[src/rtl/pool_out_writer_pkg.sv]
// -----------------------------------------------------------------------------
// pool_out_writer_pkg
// Shared definitions for the pool output writer:
//   - window-size encodings as seen on the pool_window_size port
//   - FSM state enum for the writer
//   - internal log2 window code and the per-window lookup helpers
//     (lanes carried per beat, index of the last slot in a word)
// -----------------------------------------------------------------------------
package pool_out_writer_pkg;

  // Window encodings on the pool_window_size port.
  localparam logic [31:0] POOL_W1 = 32'd1;
  localparam logic [31:0] POOL_W2 = 32'd2;
  localparam logic [31:0] POOL_W4 = 32'd4;

  // Slot counter width: a word holds at most 4 beats (w=4).
  localparam int SLOT_W = 2;

  typedef enum logic [1:0] {
    ST_IDLE    = 2'd0,
    ST_COLLECT = 2'd1,
    ST_FLUSH   = 2'd2,
    ST_DONE    = 2'd3
  } state_e;

  // Internal window code: the value is log2(w).
  typedef enum logic [1:0] {
    WSEL_1 = 2'd0,
    WSEL_2 = 2'd1,
    WSEL_4 = 2'd2
  } wsel_e;

  // Illegal window sizes collapse to w=1.
  function automatic wsel_e decode_window(input logic [31:0] w);
    case (w)
      POOL_W2: return WSEL_2;
      POOL_W4: return WSEL_4;
      default: return WSEL_1;
    endcase
  endfunction

  function automatic logic window_legal(input logic [31:0] w);
    return (w == POOL_W1) || (w == POOL_W2) || (w == POOL_W4);
  endfunction

  // Valid lanes carried by one pooled beat.
  function automatic int lanes_per_beat(input int mat_mul_size, input wsel_e w);
    case (w)
      WSEL_2:  return mat_mul_size / 2;
      WSEL_4:  return mat_mul_size / 4;
      default: return mat_mul_size;
    endcase
  endfunction

  // Slot index of the beat that completes a word.
  function automatic logic [SLOT_W-1:0] slot_last(input wsel_e w);
    case (w)
      WSEL_2:  return 2'd1;
      WSEL_4:  return 2'd3;
      default: return 2'd0;
    endcase
  endfunction

endpackage

[src/rtl/pool_lane_packer.sv]
// -----------------------------------------------------------------------------
// pool_lane_packer
// Holds the partially assembled output word and the slot counter. Each
// accepted beat drops its valid low lanes into the next free slot.
//   clk, reset    clock, async active-high reset
//   w_i           window code (log2 w)
//   beat_i        pooled beat, valid lanes in the LSBs
//   accept_i      consume beat_i this cycle
//   clear_i       discard the partial word (wins over accept_i)
//   word_o        packed word including the beat being accepted, if any
//   word_full_o   the beat being accepted completes the word
//   pending_o     a partial word is held (slot != 0)
// A completing beat self-clears the register so a back-to-back beat lands in
// slot 0 of a fresh word on the very next edge.
// -----------------------------------------------------------------------------
module pool_lane_packer
  import pool_out_writer_pkg::*;
#(
  parameter int MAT_MUL_SIZE = 4,
  parameter int DWIDTH       = 8
) (
  input  logic                           clk,
  input  logic                           reset,
  input  wsel_e                          w_i,
  input  logic [MAT_MUL_SIZE*DWIDTH-1:0] beat_i,
  input  logic                           accept_i,
  input  logic                           clear_i,
  output logic [MAT_MUL_SIZE*DWIDTH-1:0] word_o,
  output logic                           word_full_o,
  output logic                           pending_o
);

  localparam int WORD_W = MAT_MUL_SIZE * DWIDTH;

  logic [WORD_W-1:0] pack_q;
  logic [WORD_W-1:0] pack_d;
  logic [SLOT_W-1:0] slot_q;
  int                lanes;
  int                lane_base;

  // NOTE: every variable assigned in always_comb gets a default first, so no
  // path leaves it unassigned and no latch is inferred.
  always_comb begin
    lanes     = lanes_per_beat(MAT_MUL_SIZE, w_i);
    lane_base = int'(slot_q) * lanes;
    pack_d    = pack_q;
    for (int l = 0; l < MAT_MUL_SIZE; l++) begin
      if (l >= lane_base && l < lane_base + lanes) begin
        pack_d[l*DWIDTH +: DWIDTH] = beat_i[(l - lane_base)*DWIDTH +: DWIDTH];
      end
    end
  end

  assign word_full_o = accept_i && (slot_q == slot_last(w_i));
  assign word_o      = accept_i ? pack_d : pack_q;
  assign pending_o   = (slot_q != '0);

  // NOTE: sequential state uses non-blocking assignments so every register
  // samples pre-edge values regardless of statement order.
  always_ff @(posedge clk or posedge reset) begin
    if (reset) begin
      pack_q <= '0;
      slot_q <= '0;
    end else if (clear_i) begin
      pack_q <= '0;
      slot_q <= '0;
    end else if (accept_i) begin
      if (word_full_o) begin
        pack_q <= '0;
        slot_q <= '0;
      end else begin
        pack_q <= pack_d;
        slot_q <= slot_q + 1'b1;
      end
    end
  end

endmodule

[src/rtl/pool_out_writer.sv]
// -----------------------------------------------------------------------------
// pool_out_writer
// Consumer end of the pooling stage. Absorbs num_beats pooled beats, repacks
// w beats (each MAT_MUL_SIZE/w lanes) into full words and writes them to the
// output BRAM at consecutive addresses from base_addr, then reports done.
//   clk, reset          clock, async active-high reset
//   enable_wr           level start/hold; low returns to IDLE
//   pool_window_size    window w (1,2,4; others act as 1), latched from IDLE
//   num_beats           beats to absorb, latched from IDLE
//   base_addr           first write address, latched from IDLE
//   in_data_available   inp_data valid this cycle
//   inp_data            pooled beat, lane 0 in the LSBs
//   bram_addr/wdata/we  registered BRAM write port; addr holds when we=0
//   busy                COLLECT or FLUSH
//   done_wr             DONE
//   err_wr              (only with POOL_WR_ERR_EN) sticky: illegal window
//                       latched, or beat seen in FLUSH/DONE; cleared on
//                       entry to IDLE
// Optional feature macro: POOL_WR_ERR_EN.
// -----------------------------------------------------------------------------
module pool_out_writer
  import pool_out_writer_pkg::*;
#(
  parameter int MAT_MUL_SIZE  = 4,
  parameter int DWIDTH        = 8,
  parameter int AWIDTH        = 10,
  parameter int MAX_BITS_POOL = 3
) (
  input  logic                           clk,
  input  logic                           reset,
  input  logic                           enable_wr,
  input  logic [MAX_BITS_POOL-1:0]       pool_window_size,
  input  logic [AWIDTH-1:0]              num_beats,
  input  logic [AWIDTH-1:0]              base_addr,
  input  logic                           in_data_available,
  input  logic [MAT_MUL_SIZE*DWIDTH-1:0] inp_data,
  output logic [AWIDTH-1:0]              bram_addr,
  output logic [MAT_MUL_SIZE*DWIDTH-1:0] bram_wdata,
  output logic                           bram_we,
  output logic                           busy,
  output logic                           done_wr
`ifdef POOL_WR_ERR_EN
  ,
  output logic                           err_wr
`endif
);

  localparam int WORD_W = MAT_MUL_SIZE * DWIDTH;

  state_e            state_q;
  state_e            state_d;
  wsel_e             wsel_q;
  logic [AWIDTH-1:0] num_q;
  logic [AWIDTH-1:0] addr_q;
  logic [AWIDTH-1:0] cnt_q;

  logic              accept;
  logic              flush_write;
  logic              pack_clear;
  logic              last_beat;
  logic [WORD_W-1:0] word;
  logic              word_full;
  logic              pending;

  // Beats beyond num_beats are never accepted.
  assign accept      = (state_q == ST_COLLECT) && enable_wr && in_data_available
                       && (cnt_q != num_q);
  assign flush_write = (state_q == ST_FLUSH) && enable_wr && pending;
  // Dropping enable_wr discards any partial word; IDLE/DONE keep it empty.
  assign pack_clear  = !enable_wr || (state_q == ST_IDLE) || (state_q == ST_DONE)
                       || flush_write;
  assign last_beat   = (cnt_q == num_q - 1'b1);

  pool_lane_packer #(
    .MAT_MUL_SIZE (MAT_MUL_SIZE),
    .DWIDTH       (DWIDTH)
  ) u_packer (
    .clk         (clk),
    .reset       (reset),
    .w_i         (wsel_q),
    .beat_i      (inp_data),
    .accept_i    (accept),
    .clear_i     (pack_clear),
    .word_o      (word),
    .word_full_o (word_full),
    .pending_o   (pending)
  );

  // A full last word keeps the FSM in COLLECT for its write cycle, so done_wr
  // always rises the cycle after the final bram_we, as it does after FLUSH.
  always_comb begin
    state_d = state_q;
    case (state_q)
      ST_IDLE: begin
        if (enable_wr) state_d = (num_beats == '0) ? ST_DONE : ST_COLLECT;
      end
      ST_COLLECT: begin
        if (!enable_wr)                             state_d = ST_IDLE;
        else if (cnt_q == num_q)                    state_d = ST_DONE;
        else if (accept && last_beat && !word_full) state_d = ST_FLUSH;
      end
      ST_FLUSH: begin
        if (!enable_wr)    state_d = ST_IDLE;
        else if (!pending) state_d = ST_DONE;
      end
      ST_DONE: begin
        if (!enable_wr) state_d = ST_IDLE;
      end
      default: state_d = ST_IDLE;
    endcase
  end

  always_ff @(posedge clk or posedge reset) begin
    if (reset) begin
      state_q    <= ST_IDLE;
      wsel_q     <= WSEL_1;
      num_q      <= '0;
      addr_q     <= '0;
      cnt_q      <= '0;
      bram_addr  <= '0;
      bram_wdata <= '0;
      bram_we    <= 1'b0;
      busy       <= 1'b0;
      done_wr    <= 1'b0;
    end else begin
      state_q <= state_d;
      bram_we <= 1'b0;
      busy    <= (state_d == ST_COLLECT) || (state_d == ST_FLUSH);
      done_wr <= (state_d == ST_DONE);

      if (state_q == ST_IDLE && enable_wr) begin
        wsel_q <= decode_window(32'(pool_window_size));
        num_q  <= num_beats;
        addr_q <= base_addr;
        cnt_q  <= '0;
      end

      if (accept) cnt_q <= cnt_q + 1'b1;

      if (word_full || flush_write) begin
        bram_we    <= 1'b1;
        bram_wdata <= word;
        bram_addr  <= addr_q;
        addr_q     <= addr_q + 1'b1;
      end
    end
  end

`ifdef POOL_WR_ERR_EN
  always_ff @(posedge clk or posedge reset) begin
    if (reset) begin
      err_wr <= 1'b0;
    end else if (state_d == ST_IDLE && state_q != ST_IDLE) begin
      err_wr <= 1'b0;
    end else if ((state_q == ST_IDLE && enable_wr &&
                  !window_legal(32'(pool_window_size))) ||
                 ((state_q == ST_DONE || state_q == ST_FLUSH) && in_data_available)) begin
      err_wr <= 1'b1;
    end
  end
`endif

endmodule
[config.mk]
export PLATFORM = sky130hd
export DESIGN_NAME = pool_out_writer
export DESIGN_NICKNAME = d
export VERILOG_FILES = /design/src/rtl/pool_out_writer_pkg.sv /design/src/rtl/pool_lane_packer.sv /design/src/rtl/pool_out_writer.sv
export SDC_FILE = /design/constraint.sdc
export NUM_CORES = 1
export LEC_CHECK = 0
export ABC_CLOCK_PERIOD_IN_PS = 4100
export CORE_MARGIN = 1.5
export CORE_UTILIZATION = 56
export CTS_BUF_LIST = sky130_fd_sc_hd__clkbuf_8
export DETAILED_ROUTE_END_ITERATION = 10
export MAX_ROUTING_LAYER = met4
export PLACE_DENSITY = 0.86
export SLEW_MARGIN = 25
export SYNTH_ARGS = -nofsm -noshare
export SYNTH_HDL_FRONTEND = slang
export SYNTH_HIERARCHICAL = 1
export SYNTH_SLANG_ARGS = --single-unit
[constraint.sdc]
create_clock -name clk -period 4.1 [get_ports clk]
set_input_delay 1.23 -clock clk [delete_from_list [all_inputs] [get_ports clk]]
set_output_delay 1.23 -clock clk [all_outputs]
set_load 0.005 [all_outputs]
==> out/results.txt <==
CTS tree: done
Worst VDD drop: 225 µV
First-pass GRT wire length: 29.2 mm
Total power: 3.07 mW
Crit path max fanout: 19
Grt ovf: 0
Gr usage total: 0.300
DP Area: 7970 µm²
DIE AREA: 12,800 µm²
Starting Density: 0.569
Vias in the first global route: 5,976
Number of flops mapped to enable cells by yosys: 0
CORE AREA: 11,900 µm²
Clock Sinks: 113
RePlAce Congestion: 0.999
Critical path arrival: 4.24 ns
Synthesized area: 6780 µm²
Die Width: 113 µm
Async SR Flop Fraction: 1.00
Kind of critical path: flop to flop
Nets: 918
Slowest-stage cell, CP: fa_1
RSZ-0062 raised after global routing: no
Actual slew at the worst max-slew pin: 0.815 ns
Site row count: 40
# IOs: 104
Synthesized net count: 818
Layout cells sized above 1: 0.116
Most frequent cells in the layout: nand2_1, dfrtp_1, clkdlybuf4s50_1
Drt via density: 6.10
Resized cells post-CTS: 0
Req. time, crit path: 4.49 ns
Syn-to-layout area delta: 23.9%
Largest net degree at the start of global routing: 80
Num CTS Buffers: 17
Crit share post-route: 0.941
Max-slew violations: 0
Final setup viols: 0
Relative slew slack: 0.457
Commonest non-fill, non-tap cell in the layout: nand2_1
Synth Flop Type: dfrtp_1
CTS root buf: clkbuf_8
Register area share after synthesis: 0.417
CP Launch Type: flop
Die Y-Extent: 113 µm
Pwr dens: 366 nW/µm²
Min Tclk post-route: 3.86 ns
Max_cap viols: 0
FF+latch count, synth: 113
Total Wirelength: 17.9 mm
CP max stage delay: 0.71 ns
Critical-path cell list: inv_1, ha_1, ha_1, ha_1, fa_1, inv_1, ha_1, xnor3_2, nand3_1, o22ai_1, mux2_2, nand2_1, nand2_1
DRC: 0
# diodes: 0
DR iter-0 viols: 501
Hold_buf cts: 0
Most frequent CP cell: ha_1
DR vias: 6,087
Worst setup margin: 0.243 ns
Skew-Pair Late Insertion Delay: 0.44 ns
Port buffer count: 103
Setup TNS: 0 ns
Hold Violations, Final: 0
Setup Fix Bufs, Post-CTS: 0
Post-Place Setup Slack: 0.0748 ns
Leakage: 3.95 nW
YS warnings: 6
Fmax achieved: 0.259 GHz
CTS Buffer Depth: 2
Post-DP HPWL: 13.1 mm
Post-synth cell types: 76
Avg Inst Size Synth: 9.19 µm²
Final Skew: 0.0117 ns
Worst setup EP type: flop
Initial antenna violation count: 0
Post-route ant nets: 0
DRT Pass-1 Iters: 7
Syn Inst Count: 738
Status: completed
Final Instance Area: 8400 µm²
Hold crit path type: flop to flop
Wirelength per Cell: 17.9 µm
Maximum level of the CTS H-tree: 4
Clock-pin slew on the worst setup and hold paths: 0.07 ns
layer usage:
metal  track usage  up-vias  part of all wire
li1              -     2845                 -
met1         0.396     2931              0.43
met2         0.453      265              0.47
met3        0.0637       46             0.062
met4         0.130        0             0.034
met5             -        -                 0
cell usage after synthesis, types with 4 or more instances:
master | instances | share of area
and3_1 | 9 | 0.0083
a22oi_1 | 9 | 0.010
dfrtp_1 | 113 | 0.42
mux2_2 | 10 | 0.017
inv_1 | 21 | 0.012
o22ai_1 | 17 | 0.016
buf_1 | 9 | 0.0050
nand4_1 | 4 | 0.0037
a21o_1 | 9 | 0.010
nand2_1 | 181 | 0.10
o21ai_2 | 7 | 0.0090
o211ai_1 | 8 | 0.0089
mux4_2 | 8 | 0.027
ha_1 | 19 | 0.035
mux2_1 | 5 | 0.0083
mux2i_1 | 18 | 0.027
a211oi_1 | 4 | 0.0044
nor3_1 | 15 | 0.011
a32oi_1 | 8 | 0.010
nor2_1 | 29 | 0.016
buf_2 | 7 | 0.0052
xor2_1 | 5 | 0.0065
a22o_1 | 32 | 0.041
clkbuf_1 | 18 | 0.010
xnor2_1 | 16 | 0.021
nand3_1 | 25 | 0.018
a21oi_1 | 20 | 0.015
nor4_1 | 5 | 0.0046
o21ai_0 | 43 | 0.032
power by group:
| part | internal, mW | switching [mW] |
|---|---|---|
| logic | 0.306 | 0.305 |
| clock network | 0.676 | 0.478 |
| registers | 1.22 | 0.0903 |
flip-flops by register name (all words and copies together), names as in the netlist, 10 cells and up:
signal	count
addr_q	10
u_packer/pack_q	32
bram_wdata	32
num_q	10
cnt_q	10
bram_addr	10
critical path, delay by kind of cell, from the launching register on:
| kind | cells | cell delay [ns] |
|---|---|---|
| AOI/OAI and AO/OA | 1 | 0.31 |
| adders and majority gates | 5 | 1.68 |
| xor gates and xnor gates | 1 | 0.57 |
| and+or+nand+nor | 3 | 0.42 |
| DFF | 1 | 0.38 |
| muxes | 1 | 0.23 |
| buffers and inverters | 2 | 0.21 |
cells by family after synthesis:
family,Yosys count,share of synthesized area
fa+ha+maj,21,0.0410
buf+inv,62,0.0401
compound gates,185,0.201
flops,113,0.417
simple gates,294,0.193
xor+xnor,22,0.0306
mux,41,0.0781
stage by stage:
step	hold slack [ns]	std cells	util
detailed placement	0.457	966	0.669
global placement	0.450	966	0.669
floorplan	0.443	738	-
CTS	0.471	998	0.705
global route	0.494	998	0.705
finish	0.468	998	0.705
cell type report:
cell class	instances	area, µm²
clock buffer	18	248
clock inverter	14	189
fill	942	3510
inverter	23	86.3
multi-input combinational	563	3700
sequential	113	2830
tap	147	184
timing repair buffer	120	1170
worst paths after layout:
kind	start	to	slack (ns)	cells past startpoint
max	wsel_q[0]	bram_wdata[8]	0.24	13
min	bram_wdata[3]	bram_wdata[3]	0.47	2
max reg2reg	wsel_q[0]	bram_wdata[8]	0.24	13
min reg2reg	bram_wdata[3]	bram_wdata[3]	0.47	2
max in group asynchronous	reset	u_packer/pack_q[10]	2.17	3
min in group asynchronous	reset	bram_wdata[9]	1.22	3
(Power assumes the default switching activity.)
